## src/rtl/fix2half_pipe.sv

```systemverilog
// fix2half_pipe: three-stage, flow-controlled signed fixed-point to binary16
// converter with round-to-nearest-even, gradual underflow and saturation.
module fix2half_pipe #(
  parameter int FIXEDSIZE    = 32,
  parameter int RADIX        = 20,
  parameter int FLOATSIZE    = 16,
  parameter int EXPONENTBITS = 5,
  parameter int MANTISSABITS = 10
) (
  input  logic                 clk,
  input  logic                 areset,
  input  logic                 in_valid,
  output logic                 in_ready,
  input  logic [FIXEDSIZE-1:0] in_fixed,
  output logic                 out_valid,
  input  logic                 out_ready,
  output logic [FLOATSIZE-1:0] out_float,
  output logic                 out_overflow,
  output logic                 out_underflow
);

  localparam int N     = FIXEDSIZE + 1;               // magnitude width, holds 2^(FIXEDSIZE-1)
  localparam int M     = MANTISSABITS;
  localparam int BIAS  = 2**(EXPONENTBITS-1) - 1;
  localparam int EMIN  = 1 - BIAS;                    // smallest normal unbiased exponent
  localparam int EMAXF = 2**EXPONENTBITS - 2;         // largest finite biased exponent
  localparam int EW    = 16;                          // signed exponent register width

  // Stage 1: sign / magnitude
  logic                 v1_q, s1_q, z1_q;
  logic [N-1:0]         mag1_q, mag1_d;
  logic [N-1:0]         ext;
  logic                 z1_d;

  // Stage 2: normalized magnitude and unbiased exponent
  logic                 v2_q, s2_q, z2_q;
  logic [N-1:0]         norm2_q, norm2_d;
  logic signed [EW-1:0] exp2_q, exp2_d;
  int                   p;

  // Stage 3: rounded and packed result
  logic                 v3_q;
  logic [FLOATSIZE-1:0] float3_q, float3_d;
  logic                 ovf3_q, ovf3_d, unf3_q, unf3_d;
  int                   e3, sh, bexp;
  logic [2*N-1:0]       wide;
  logic [M:0]           kept;
  logic                 guard, sticky, inc, sat;
  logic [M+1:0]         rnd;

  logic                 advance;

  assign advance       = out_ready | ~out_valid;
  assign in_ready      = advance;
  assign out_valid     = v3_q;
  assign out_float     = float3_q;
  assign out_overflow  = ovf3_q;
  assign out_underflow = unf3_q;

  // Stage 1 datapath: magnitude on one extra bit so the most negative input does not wrap
  always_comb begin
    ext    = {in_fixed[FIXEDSIZE-1], in_fixed};
    mag1_d = ext[N-1] ? (~ext + N'(1)) : ext;
    z1_d   = (in_fixed == '0);
  end

  // Stage 2 datapath: leading-one search, left-justify the magnitude
  always_comb begin
    p = 0;
    for (int unsigned i = 0; i < N; i++) begin
      if (mag1_q[i]) p = int'(i);
    end
    norm2_d = mag1_q << (N - 1 - p);
    exp2_d  = EW'(p - RADIX);
  end

  // Stage 3 datapath: denormalizing shift, RNE rounding, pack and saturate.
  // Subnormals reuse the normal rounding path by pre-shifting the justified
  // value right; the trailing zero half of 'wide' keeps every shifted-out bit
  // available for the sticky OR, and shifts beyond N all round to zero anyway.
  always_comb begin
    e3 = int'(exp2_q);
    sh = (e3 < EMIN) ? (EMIN - e3) : 0;
    if (sh > N) sh = N;
    wide   = {norm2_q, {N{1'b0}}} >> sh;
    kept   = wide[2*N-1 -: M+1];
    guard  = wide[2*N-2-M];
    sticky = |wide[2*N-3-M:0];
    inc    = guard & (sticky | kept[0]);
    rnd    = {1'b0, kept} + {{(M+1){1'b0}}, inc};
    if (e3 < EMIN) bexp = int'(rnd[M]);
    else           bexp = e3 + BIAS + int'(rnd[M+1]);
    sat    = (bexp > EMAXF);
    if (z2_q) begin
      float3_d = '0;
      ovf3_d   = 1'b0;
      unf3_d   = 1'b0;
    end else if (sat) begin
      float3_d = {s2_q, EXPONENTBITS'(EMAXF), {M{1'b1}}};
      ovf3_d   = 1'b1;
      unf3_d   = 1'b0;
    end else begin
      float3_d = {s2_q, EXPONENTBITS'(bexp), rnd[M-1:0]};
      ovf3_d   = 1'b0;
      unf3_d   = (bexp == 0);
    end
  end

  // Pipeline registers: all stages advance together, everything holds on stall
  always_ff @(posedge clk) begin
    if (areset) begin
      v1_q     <= 1'b0;
      s1_q     <= 1'b0;
      z1_q     <= 1'b0;
      mag1_q   <= '0;
      v2_q     <= 1'b0;
      s2_q     <= 1'b0;
      z2_q     <= 1'b0;
      norm2_q  <= '0;
      exp2_q   <= '0;
      v3_q     <= 1'b0;
      float3_q <= '0;
      ovf3_q   <= 1'b0;
      unf3_q   <= 1'b0;
    end else if (advance) begin
      v1_q     <= in_valid;
      s1_q     <= in_fixed[FIXEDSIZE-1];
      z1_q     <= z1_d;
      mag1_q   <= mag1_d;
      v2_q     <= v1_q;
      s2_q     <= s1_q;
      z2_q     <= z1_q;
      norm2_q  <= norm2_d;
      exp2_q   <= exp2_d;
      v3_q     <= v2_q;
      float3_q <= float3_d;
      ovf3_q   <= ovf3_d;
      unf3_q   <= unf3_d;
    end
  end

endmodule
```

## config.mk

```make
export PLATFORM = sky130hd
export DESIGN_NAME = fix2half_pipe
export DESIGN_NICKNAME = d
export VERILOG_FILES = /design/src/rtl/fix2half_pipe.sv
export SDC_FILE = /design/constraint.sdc
export NUM_CORES = 1
export LEC_CHECK = 0
export ABC_CLOCK_PERIOD_IN_PS = 19700
export CORE_MARGIN = 2
export CORE_UTILIZATION = 37
export DETAILED_ROUTE_END_ITERATION = 7
export GPL_TIMING_DRIVEN = 0
export PLACE_DENSITY = 0.52
export SETUP_SLACK_MARGIN = 0.02
export SYNTH_ARGS = -nofsm -noshare
export SYNTH_HDL_FRONTEND = slang
export SYNTH_SLANG_ARGS = --single-unit
export TNS_END_PERCENT = 100
```

## constraint.sdc

```tcl
create_clock -name clk -period 19.7 [get_ports clk]
set_input_delay 1.97 -clock clk [delete_from_list [all_inputs] [get_ports clk]]
set_output_delay 1.97 -clock clk [all_outputs]
set_load 0.1 [all_outputs]
```

After elaboration in Yosys (flattened, before gate mapping)
Cells that the tools add are included.

cells by class
  add/sub/neg operators = 7
  order comparisons = 3
  shift operators = 2
  mux-type cells = 42
  bitwise logic cells = 5
  reductions and logical operators = 3

operators by type and width
  cell                     number
  $mux W32                 34
  $shr A66 B32 Y66         1
  $logic_not A32 Y1        2
  $reduce_or A54 Y1        1
  $add A33 B1 Y33 const B  1
  $mux W33                 1
  $not A33 Y33             1
  $shl A33 B32 Y33         1
  $gt A32 B6 Y1 const B    1
  $gt A32 B7 Y1 const B    1
  $sub A7 B32 Y32 const A  1
  $add A17 B2 Y18          1
  $add A16 B5 Y17 const B  1
  $sub A5 B16 Y17 const A  1
  $lt A16 B5 Y1 const B    1
  $mux W16                 1
  $sub A16 B6 Y16 const B  1
  $mux W15                 1
  $add A11 B1 Y12          1
  $mux W1                  5
  $or A1 B1 Y1             2
  $and A1 B1 Y1            1
  $not A1 Y1               1

storage, ports and cells
  register bits after elaboration = 107
  input bits = 36
  output and inout port bits = 20
  logic and storage cells = 75

Longest topological paths before layout
Gate-level depths: netlist of the first run.

  depth after elaboration = 34
  gate-level depth with buffers = 27
  mapped depth without buffers = 24

Worst setup path after synthesis of the first run
Ideal clock, no wire load.

  path type = register -> register
  start = register exp2_q[0]
  end = register float3_q[0] (netlist: out_float[0])
  setup time = 147 ps
  data arrival time = 6081 ps
  data required time = 19553 ps
  setup slack = 13472 ps
  cell stages (with the launch flop) = 26
  buffers on the path = 2
  clock period less this slack = 6228 ps
  cells stage by stage = dfxtp_1 > buf_2 > inv_1 > ha_1 > a2111oi_4 > o21ai_4 > o221a_4 > buf_6 > a211o_1 > and2_4 > or3_4 > a21oi_4 > nand4_4 > or4_4 > or3b_1 > ha_1 > nor2b_1 > or3_1 > a2111oi_0 > a31oi_1 > o21bai_1 > nand2b_1 > a21oi_1 > or4_1 > a2111oi_0 > a41oi_1

between the ends
  cells in the longest elaborated chain, start to end = 14
  elaborated cells between the ends (all ways) = 16
  those cells by class = 4 x add/sub; 3 x order compare; 1 x shift; 5 x mux; 2 x bitwise; 1 x reduce/logical

RTL lines
  element                                           line    source
  start: declaration                                38      logic signed [EW-1:0] exp2_q, exp2_d;
  start signal: assignment                          134     exp2_q <= exp2_d;
  $sub A5 B16 Y17 or $lt A16 B5 Y1 (tied branches)  83, 91
  $mux W32                                          83      sh = (e3 < EMIN) ? (EMIN - e3) : 0;
  $gt A32 B7 Y1                                     84      if (sh > N) sh = N;
  $mux W32                                          84
  $shr A66 B32 Y66                                  85      wide = {norm2_q, {N{1'b0}}} >> sh;
  $reduce_or A54 Y1                                 88      sticky = |wide[2*N-3-M:0];
  $or A1 B1 Y1                                      89      inc = guard & (sticky | kept[0]);
  $and A1 B1 Y1                                     89
  $add A11 B1 Y12                                   90      rnd = {1'b0, kept} + {{(M+1){1'b0}}, inc};
  $add A17 B2 Y18                                   92      else bexp = e3 + BIAS + int'(rnd[M+1]);
  $mux W32                                          91      if (e3 < EMIN) bexp = int'(rnd[M]);
  $gt A32 B6 Y1                                     93      sat = (bexp > EMAXF);
  $mux W15 (*)                                      98      end else if (sat) begin
  $mux W16 (*)                                      94      if (z2_q) begin
  end signal: assignment                            136     float3_q <= float3_d;
  end: declaration                                  43      logic [FLOATSIZE-1:0] float3_q, float3_d;

Every way passes the cells marked *; elsewhere a longest branch is shown, timed or not.
A chain may end at the register's enable or synchronous reset.

Final worst setup path of the first run
Same ends and word-level chain as after synthesis.

==> results of run 1 <==
## metal layers
| layer | wire length (um) | global-route usage |
|---|---|---|
| met1 | 15700 | 0.387 |
| met3 | 2220 | 0.0504 |
| met4 | 525 | 0.0571 |
| met2 | 13600 | 0.391 |
| met5 | 0 | 0 |
## worst min-delay path, stage by stage, from the launching register on
cell	delay, ns
dfxtp_1	0.31
nand2_1	0.05
o21ai_1	0.05
## synthesized netlist by cell type (all sizes together), types with 16 or more instances
cell type / number
a21oi: 71
nor3: 25
o21ai: 64
nand2: 109
o211ai: 23
buf: 29
mux2: 28
dfxtp: 100
inv: 35
a22oi: 30
nand3: 23
a31oi: 17
xor2: 31
a211oi: 56
or3: 16
mux2i: 59
nor2: 143
clkbuf: 64
## cells in the final DEF, fill, tap and decap left out, drive strengths merged, types with 11 or more instances in the layout
cell           count
nor2             143
nand2            109
dfxtp            100
clkbuf            74
a21oi             71
o21ai             64
mux2i             59
a211oi            56
clkdlybuf4s50     55
inv               38
xor2              31
a22oi             30
buf               29
mux2              28
nor3              25
nand3             23
o211ai            23
a31oi             17
or3               16
nor4              14
o31ai             14
o22ai             14
xnor2             12
or4               12
o21a              11
ha                11
and2              11
## cell families after synthesis
logic type,Yosys count,share of synthesized area
flops,100,0.229
buf+inv,129,0.0598
fa+ha+maj,11,0.0157
simple gates,401,0.218
compound gates,396,0.326
xor+xnor,43,0.0431
mux,89,0.109
## where the power goes
group,total (mW),switching [mW],internal [mW]
sequential,0.277,0.0396,0.238
clock,0.184,0.0914,0.0921
combinational,0.553,0.350,0.203
## stage by stage
stage | cells | total power, mW | hold slack [ns] | instance area (um2) | worst slack (ns)
2_1_floorplan | 1169 | 0.671 | 0.432 | 8740 | 13.47
3_3_place_gp | 1543 | 0.824 | 0.432 | 9690 | 12.38
3_5_place_dp | 1543 | 0.822 | 0.439 | 9690 | 12.40
4_1_cts | 1559 | 1.01 | 0.449 | 9990 | 12.39
5_1_grt | 1559 | 1.07 | 0.474 | 9990 | 11.75
6_report | 1559 | 1.01 | 0.443 | 9990 | 12.26
## registers in the layout, indices dropped and copies added (netlist names)
name	flops
v2_q	1
out_float	16
z2_q	1
s1_q	1
s2_q	1
norm2_q	33
out_valid	1
mag1_q	33
z1_q	1
out_overflow	1
out_underflow	1
exp2_q	9
v1_q	1
## worst paths after layout
| check | endpoint | slack [ns] |
|---|---|---|
| hold reg to reg | out_underflow | 0.44 |
| setup reg to reg | out_float[0] | 12.26 |
| hold / removal | out_underflow | 0.44 |
| setup / recovery | out_float[0] | 12.26 |
## layout make-up
cell class | count | area (um2)
fill | 2462 | 13300
multi-input combinational | 940 | 6220
sequential | 100 | 2000
timing repair buffer | 55 | 551
tap | 319 | 399
buffer | 93 | 388
clock buffer | 10 | 239
inverter | 36 | 135
clock inverter | 6 | 56.3
==> report_table.html, run 1 <==
<table>
<tr><th>Metric</th><th>Value</th></tr>
<tr><th colspan="2">Run status</th></tr>
<tr><td>Result of the run</td><td>complete, no violations</td></tr>
<tr><th colspan="2">Routing</th></tr>
<tr><td>Iter 0 DRT Violations</td><td>860</td></tr>
<tr><td>First drt pass iteration count</td><td>6</td></tr>
<tr><td>Mean number of vias per cell</td><td>6.00</td></tr>
<tr><td>Count of nets left with antenna violations after detail routing</td><td>0</td></tr>
<tr><td>Via count of the routed design</td><td>9349</td></tr>
<tr><td>DRC violation count after routing</td><td>0</td></tr>
<tr><td>WL per Instance</td><td>20.5 um</td></tr>
<tr><td>Routed Wire Length</td><td>32.0 mm</td></tr>
<tr><th colspan="2">Synthesis</th></tr>
<tr><td>Number of cells produced by synthesis</td><td>1169</td></tr>
<tr><td>Seq cells post-synth</td><td>100</td></tr>
<tr><td>Cell types with the largest area share after synthesis</td><td>dfxtp_1 23%, mux2i_1 6.8%, nor2_1 6.1%</td></tr>
<tr><td>Distinct cell type count of the synthesized netlist</td><td>91</td></tr>
<tr><td>Share of synthesized registers carrying an async set or reset</td><td>0</td></tr>
<tr><td>Prevailing post-synth register cell</td><td>dfxtp_1</td></tr>
<tr><td>Area share of the largest cell type after synthesis</td><td>0.229</td></tr>
<tr><td>Count of warnings emitted by yosys</td><td>0</td></tr>
<tr><td>Area of the mapped netlist</td><td>0.00874 mm2</td></tr>
<tr><td>Library cell occupying the most area in the post-synthesis netlist</td><td>dfxtp_1</td></tr>
<tr><td>Register area share after synthesis</td><td>0.229</td></tr>
<tr><td>Number of flops mapped to enable cells by yosys</td><td>0</td></tr>
<tr><td>Syn Nets</td><td>1216</td></tr>
<tr><td>Average cell area after synthesis</td><td>7.48 um2</td></tr>
<tr><th colspan="2">Clocking</th></tr>
<tr><td>TritonCTS clock tree</td><td>yes</td></tr>
<tr><td>Sink count of the clock tree</td><td>100</td></tr>
<tr><td>CTS Hold Buffers Added</td><td>0</td></tr>
<tr><td>Clock edge transition at the registers on the reported setup and hold paths</td><td>0.07 ns</td></tr>
<tr><td>Clock root cell</td><td>clkbuf_16</td></tr>
<tr><td>Number of H-tree levels</td><td>3</td></tr>
<tr><td>Number of buffers between clock root and the deepest sink</td><td>2</td></tr>
<tr><td>Latest clock arrival within the worst-skew pair</td><td>0.36 ns</td></tr>
<tr><td>CTS Buf Count</td><td>9</td></tr>
<tr><td>Count of cells resized by post-cts repair</td><td>0</td></tr>
<tr><td>Post-CTS setup buffer count</td><td>0</td></tr>
<tr><th colspan="2">Die</th></tr>
<tr><td>Effective utilization at floorplan</td><td>0.375</td></tr>
<tr><td>DIE AREA</td><td>0.0249 mm2</td></tr>
<tr><td>Die boundary height</td><td>158 um</td></tr>
<tr><td>IO Pins</td><td>56</td></tr>
<tr><td>Overall die width</td><td>158 um</td></tr>
<tr><td>Number of standard-cell rows in the floorplan</td><td>56</td></tr>
<tr><td>Area of the core</td><td>0.0233 mm2</td></tr>
<tr><th colspan="2">STA</th></tr>
<tr><td>Worst slew slack as a fraction of its limit</td><td>0.286</td></tr>
<tr><td>Number of endpoints with negative hold slack in the final report</td><td>0</td></tr>
<tr><td>Post-route fraction of the period consumed by the critical path</td><td>0.378</td></tr>
<tr><td>Total count of max-transition violations in the final report</td><td>0</td></tr>
<tr><td>Total negative slack</td><td>0 ns</td></tr>
<tr><td>Clk_skew</td><td>0.00977 ns</td></tr>
<tr><td>Endpoints failing setup</td><td>0</td></tr>
<tr><td>Worst Max-Slew Pin Slew</td><td>1.06 ns</td></tr>
<tr><td>Time the worst path needs with I/O delays and setup</td><td>7.44 ns</td></tr>
<tr><td>Setup repair after global routing missed its margin</td><td>false</td></tr>
<tr><td>Achievable clock frequency</td><td>0.134 GHz</td></tr>
<tr><th colspan="2">Critical path</th></tr>
<tr><td>Worst reg2reg path depth</td><td>25</td></tr>
<tr><td>Cell repeated most along the worst path</td><td>nor2_1</td></tr>
<tr><td>Critical path's top delay family</td><td>simple AND/OR/NAND/NOR gates</td></tr>
<tr><td>Req. time, crit path</td><td>19.93 ns</td></tr>
<tr><td>Source of the critical timing path</td><td>exp2_q[0]</td></tr>
<tr><td>Start of the worst register-to-register path</td><td>exp2_q[0]</td></tr>
<tr><td>Instance count on the critical path</td><td>25</td></tr>
<tr><td>Critical path peak fanout</td><td>10</td></tr>
<tr><td>Library cell contributing the largest single delay on the critical path</td><td>or4_1</td></tr>
<tr><td>CP peak stage delay</td><td>0.53 ns</td></tr>
<tr><td>Critical path arrival</td><td>7.67 ns</td></tr>
<tr><td>Critical path startpoint category</td><td>register</td></tr>
<tr><td>Element type at the critical path end</td><td>register</td></tr>
<tr><td>Type of the worst setup path</td><td>register to register</td></tr>
<tr><td>Buffer and inverter count on the worst path</td><td>4</td></tr>
<tr><th colspan="2">Power and ir drop</th></tr>
<tr><td>Power density over cell area</td><td>102 mW/mm2</td></tr>
<tr><td>Leakage power total</td><td>3.72 nW</td></tr>
<tr><td>Maximum VDD drop</td><td>0.0456 mV</td></tr>
<tr><th colspan="2">Hold path</th></tr>
<tr><td>Min-Delay Startpoint</td><td>out_underflow</td></tr>
<tr><td>Hold Crit Class</td><td>register to register</td></tr>
<tr><td>WHS Path Cells</td><td>2</td></tr>
<tr><th colspan="2">GRT</th></tr>
<tr><td>Wire length of the first global-routing pass</td><td>50.8 mm</td></tr>
<tr><td>Initial antenna violation count</td><td>0</td></tr>
<tr><td>Maximum number of pins on one net before global-route repair</td><td>19</td></tr>
<tr><td>Total Routing Usage GR</td><td>0.262</td></tr>
<tr><td>Overflow left after global routing</td><td>0</td></tr>
<tr><td>Via count of the first global-routing pass</td><td>8843</td></tr>
<tr><th colspan="2">Placed design</th></tr>
<tr><td>Count of input and output buffers</td><td>55</td></tr>
<tr><td>Weighted congestion reported at the end of routability-driven placement</td><td>0.954</td></tr>
<tr><td>Post-detail-place hpwl</td><td>25.2 mm</td></tr>
<tr><th colspan="2">Layout</th></tr>
<tr><td>Antenna Cells</td><td>0</td></tr>
<tr><td>Fraction of the core area covered by cells at the end of the flow</td><td>0.428</td></tr>
<tr><td>Net total in the final layout</td><td>1282</td></tr>
<tr><td>Share of post-route cells with drive strength above 1</td><td>0.0710</td></tr>
<tr><td>Area delta synth-&gt;final</td><td>14.2%</td></tr>
<tr><th colspan="2">Flow run</th></tr>
<tr><td>Maximum Capacitance Violations</td><td>0</td></tr>
</table>
(Power assumes the default switching activity.)
==> run 2, diff against run 1 <==
--- a/config.mk
+++ b/config.mk
@@ -5,12 +5,12 @@
 export SDC_FILE = /design/constraint.sdc
 export NUM_CORES = 1
 export LEC_CHECK = 0
-export ABC_CLOCK_PERIOD_IN_PS = 19700
+export ABC_CLOCK_PERIOD_IN_PS = 6400
 export CORE_MARGIN = 2
 export CORE_UTILIZATION = 37
 export DETAILED_ROUTE_END_ITERATION = 7
 export GPL_TIMING_DRIVEN = 0
-export PLACE_DENSITY = 0.52
+export PLACE_DENSITY = 0.54
 export SETUP_SLACK_MARGIN = 0.02
 export SYNTH_ARGS = -nofsm -noshare
 export SYNTH_HDL_FRONTEND = slang
==> constraint.sdc (replaced) <==
create_clock -name clk -period 6.4 [get_ports clk]
set_input_delay 0.64 -clock clk [delete_from_list [all_inputs] [get_ports clk]]
set_output_delay 0.64 -clock clk [all_outputs]
set_load 0.1 [all_outputs]
==> run 2 against run 1 <==
Effect of this change: critical path depth is 1 lower; combinational power grew to 3.3 times the previous value; clock-buffer cell count shrank 1; design area up 5.4%; via count up 2.8%; final cell count up 1.2%; clock power grew to 3.3 times the previous value; maximum frequency increased by 19%; highest routed layer unchanged.
==> report_table.html, run 2 (same netlist as run 1, synthesis figures left out) <==
<table>
<tr><th>Metric</th><th>Value</th></tr>
<tr><th colspan="2">Die</th></tr>
<tr><td>Die boundary height</td><td>158 um (unchanged)</td></tr>
<tr><td>Number of standard-cell rows in the floorplan</td><td>56 (unchanged)</td></tr>
<tr><td>Effective utilization at floorplan</td><td>0.375 (unchanged)</td></tr>
<tr><td>IO Pins</td><td>56 (unchanged)</td></tr>
<tr><td>Overall die width</td><td>158 um (unchanged)</td></tr>
<tr><td>DIE AREA</td><td>0.0249 mm2 (unchanged)</td></tr>
<tr><td>Area of the core</td><td>0.0233 mm2 (unchanged)</td></tr>
<tr><th colspan="2">Placed design</th></tr>
<tr><td>Count of input and output buffers</td><td>55 (unchanged)</td></tr>
<tr><td>Weighted congestion reported at the end of routability-driven placement</td><td>0.927 (-2.8%)</td></tr>
<tr><td>Worst setup slack after placement</td><td>-0.811 ns (-13.21 ns)</td></tr>
<tr><td>Post-detail-place hpwl</td><td>25.2 mm (+0.14%)</td></tr>
<tr><td>Placed cell count</td><td>1543 (unchanged)</td></tr>
<tr><th colspan="2">STA</th></tr>
<tr><td>Fin worst setup slack</td><td>0.166 ns (-12.09 ns)</td></tr>
<tr><td>Achievable clock frequency</td><td>0.160 GHz (+19%)</td></tr>
<tr><td>Endpoints failing setup</td><td>0 (unchanged)</td></tr>
<tr><td>Post-route fraction of the period consumed by the critical path</td><td>0.974 (+0.596)</td></tr>
<tr><td>Worst slew slack as a fraction of its limit</td><td>0.292 (+0.00585)</td></tr>
<tr><td>Worst Max-Slew Pin Slew</td><td>1.05 ns (-0.00872 ns)</td></tr>
<tr><td>Number of endpoints with negative hold slack in the final report</td><td>0 (unchanged)</td></tr>
<tr><td>Total count of max-transition violations in the final report</td><td>0 (unchanged)</td></tr>
<tr><td>Clk_skew</td><td>0.00939 ns (-0.000381 ns)</td></tr>
<tr><td>Time the worst path needs with I/O delays and setup</td><td>6.23 ns (-1.21 ns)</td></tr>
<tr><th colspan="2">Power and ir drop</th></tr>
<tr><td>Maximum VDD drop</td><td>0.186 mV (+310%)</td></tr>
<tr><td>Power density over cell area</td><td>312 mW/mm2 (+210%)</td></tr>
<tr><td>Leakage power total</td><td>3.91 nW (+5.2%)</td></tr>
<tr><th colspan="2">Clocking</th></tr>
<tr><td>Latest clock arrival within the worst-skew pair</td><td>0.37 ns (about the same)</td></tr>
<tr><td>Clock edge transition at the registers on the reported setup and hold paths</td><td>0.08 ns (about the same)</td></tr>
<tr><td>CTS Hold Buffers Added</td><td>0 (unchanged)</td></tr>
<tr><td>Clock root cell</td><td>clkbuf_16</td></tr>
<tr><td>Number of H-tree levels</td><td>3 (unchanged)</td></tr>
<tr><td>TritonCTS clock tree</td><td>yes</td></tr>
<tr><td>CTS Buf Count</td><td>9 (unchanged)</td></tr>
<tr><td>Sink count of the clock tree</td><td>100 (unchanged)</td></tr>
<tr><td>Number of buffers between clock root and the deepest sink</td><td>2 (unchanged)</td></tr>
<tr><th colspan="2">Run status</th></tr>
<tr><td>Result of the run</td><td>complete, no violations</td></tr>
<tr><th colspan="2">Critical path</th></tr>
<tr><td>Critical path arrival</td><td>6.47 ns (-1.20 ns)</td></tr>
<tr><td>Critical path peak fanout</td><td>9 (-1)</td></tr>
<tr><td>Type of the worst setup path</td><td>register to register</td></tr>
<tr><td>Library cell contributing the largest single delay on the critical path</td><td>or4_4</td></tr>
<tr><td>Element type at the critical path end</td><td>register</td></tr>
<tr><td>Req. time, crit path</td><td>6.64 ns (-13.29 ns)</td></tr>
<tr><td>Critical path startpoint category</td><td>register</td></tr>
<tr><td>CP peak stage delay</td><td>0.54 ns (about the same)</td></tr>
<tr><td>Cell-by-cell listing of the critical path</td><td>buf_6 -&gt; buf_4 -&gt; a21oi_1 -&gt; mux2_2 -&gt; o221ai_4 -&gt; buf_6 -&gt; nand3_2 -&gt; a211oi_2 -&gt; a211oi_2 -&gt; a2111oi_4 -&gt; nand2_1 -&gt; or4_4 -&gt; or3b_4 -&gt; ha_4 -&gt; nor2b_2 -&gt; or3_1 -&gt; a2111oi_2 -&gt; a31oi_1 -&gt; o21bai_1 -&gt; nand2b_4 -&gt; a21oi_2 -&gt; or4_4 -&gt; a2111oi_4 -&gt; a41oi_2</td></tr>
<tr><th colspan="2">Layout</th></tr>
<tr><td>Net total in the final layout</td><td>1300 (+1.4%)</td></tr>
<tr><td>Fraction of the core area covered by cells at the end of the flow</td><td>0.451 (+0.0230)</td></tr>
<tr><td>Area delta synth-&gt;final</td><td>20.4%</td></tr>
<tr><td>Share of post-route cells with drive strength above 1</td><td>0.128 (+0.0570)</td></tr>
<tr><td>Antenna Cells</td><td>0 (unchanged)</td></tr>
<tr><td>Most frequent standard cell in the layout excluding fill and tap cells</td><td>nor2_1</td></tr>
<tr><td>Final instance count without filler cells</td><td>1577 (+1.2%)</td></tr>
<tr><td>Commonest cells after routing, fill and taps aside</td><td>137 x nor2_1, 104 x nand2_1, 98 x dfxtp_1, 67 x a21oi_1, 58 x mux2i_1</td></tr>
<tr><th colspan="2">GRT</th></tr>
<tr><td>Via count of the first global-routing pass</td><td>8825 (-0.20%)</td></tr>
<tr><td>Maximum number of pins on one net before global-route repair</td><td>20 (+1)</td></tr>
<tr><td>Initial antenna violation count</td><td>0 (unchanged)</td></tr>
<tr><td>Overflow left after global routing</td><td>0 (unchanged)</td></tr>
<tr><td>Wire length of the first global-routing pass</td><td>51.3 mm (+0.99%)</td></tr>
<tr><td>Total Routing Usage GR</td><td>0.265 (+0.00279)</td></tr>
<tr><th colspan="2">Hold path</th></tr>
<tr><td>Hold Crit Class</td><td>register to register</td></tr>
<tr><th colspan="2">Routing</th></tr>
<tr><td>Routed Wire Length</td><td>33.0 mm (+2.9%)</td></tr>
<tr><td>WL per Instance</td><td>20.9 um (+1.8%)</td></tr>
<tr><td>DRC violation count after routing</td><td>0 (unchanged)</td></tr>
<tr><td>First drt pass iteration count</td><td>5 (-1)</td></tr>
<tr><td>Count of nets left with antenna violations after detail routing</td><td>0 (unchanged)</td></tr>
<tr><td>Mean number of vias per cell</td><td>6.10 (+1.6%)</td></tr>
<tr><td>Via count of the routed design</td><td>9612 (+2.8%)</td></tr>
<tr><td>Iter 0 DRT Violations</td><td>938 (+9.1%)</td></tr>
<tr><th colspan="2">Flow run</th></tr>
<tr><td>Maximum Capacitance Violations</td><td>0 (unchanged)</td></tr>
</table>
## run 2: metrics by stage
step	hold slack [ns]	setup TNS [ns]	total power [mW]	area, um2
6_report	0.446	0	3.29	10500
5_1_grt	0.473	-0.00226	3.46	10500
4_1_cts	0.450	0	3.19	10300
3_5_place_dp	0.440	-3.10	2.54	9690
3_3_place_gp	0.433	-3.42	2.54	9690
2_1_floorplan	0.432	0	2.07	8740
## run 2: timing repair
item / in CTS / in global routing
pin swaps: 14 / 20
resized for setup: 41 / 54
endpoints found under the setup margin: 14 / 8
setup buffers: 15 / 6
## run 2: worst paths after layout
path	cells past startpoint	slack, ns	startpoint	endpoint
worst max-delay path	24	0.17	exp2_q[0]	out_float[0]
worst min-delay path	2	0.45	out_underflow	out_underflow
worst max register to register	24	0.17	exp2_q[0]	out_float[0]
worst min register to register	2	0.45	out_underflow	out_underflow
## run 2: routing by layer
metal / GRT usage / wire length, um / vias to the layer above
met1: 0.384 / 15700 / 4615
met4: 0.0641 / 631 / 0
met5: 0 / 0 / -
met2: 0.409 / 14300 / 375
li1: - / - / 4572
met3: 0.0405 / 2320 / 50
## run 2: cell type report
cell class | instances | area (um2)
fillers | 2413 | 12800
multi-input cells | 940 | 6550
flip-flops and latches | 100 | 2000
repair buffers | 76 | 712
plain buffers | 90 | 409
well taps | 319 | 399
clock buffers | 9 | 225
inverters | 36 | 138
clock inverters | 7 | 87.6
## run 2: critical path, delay by kind of cell, from the launching register on
kind	cells	cell delay, ns
buffers and inverters	3	0.47
DFF	1	0.34
and+or+nand+nor	8	2.46
muxes	1	0.41
adders and majority gates	1	0.18
AOI/OAI and AO/OA	11	2.21
## run 2: report_power, final
part | total, mW | internal [mW] | switching, mW
logic | 1.83 | 0.690 | 1.13
clock network | 0.603 | 0.314 | 0.289
registers | 0.859 | 0.731 | 0.127
total | 3.29 | 1.74 | 1.55
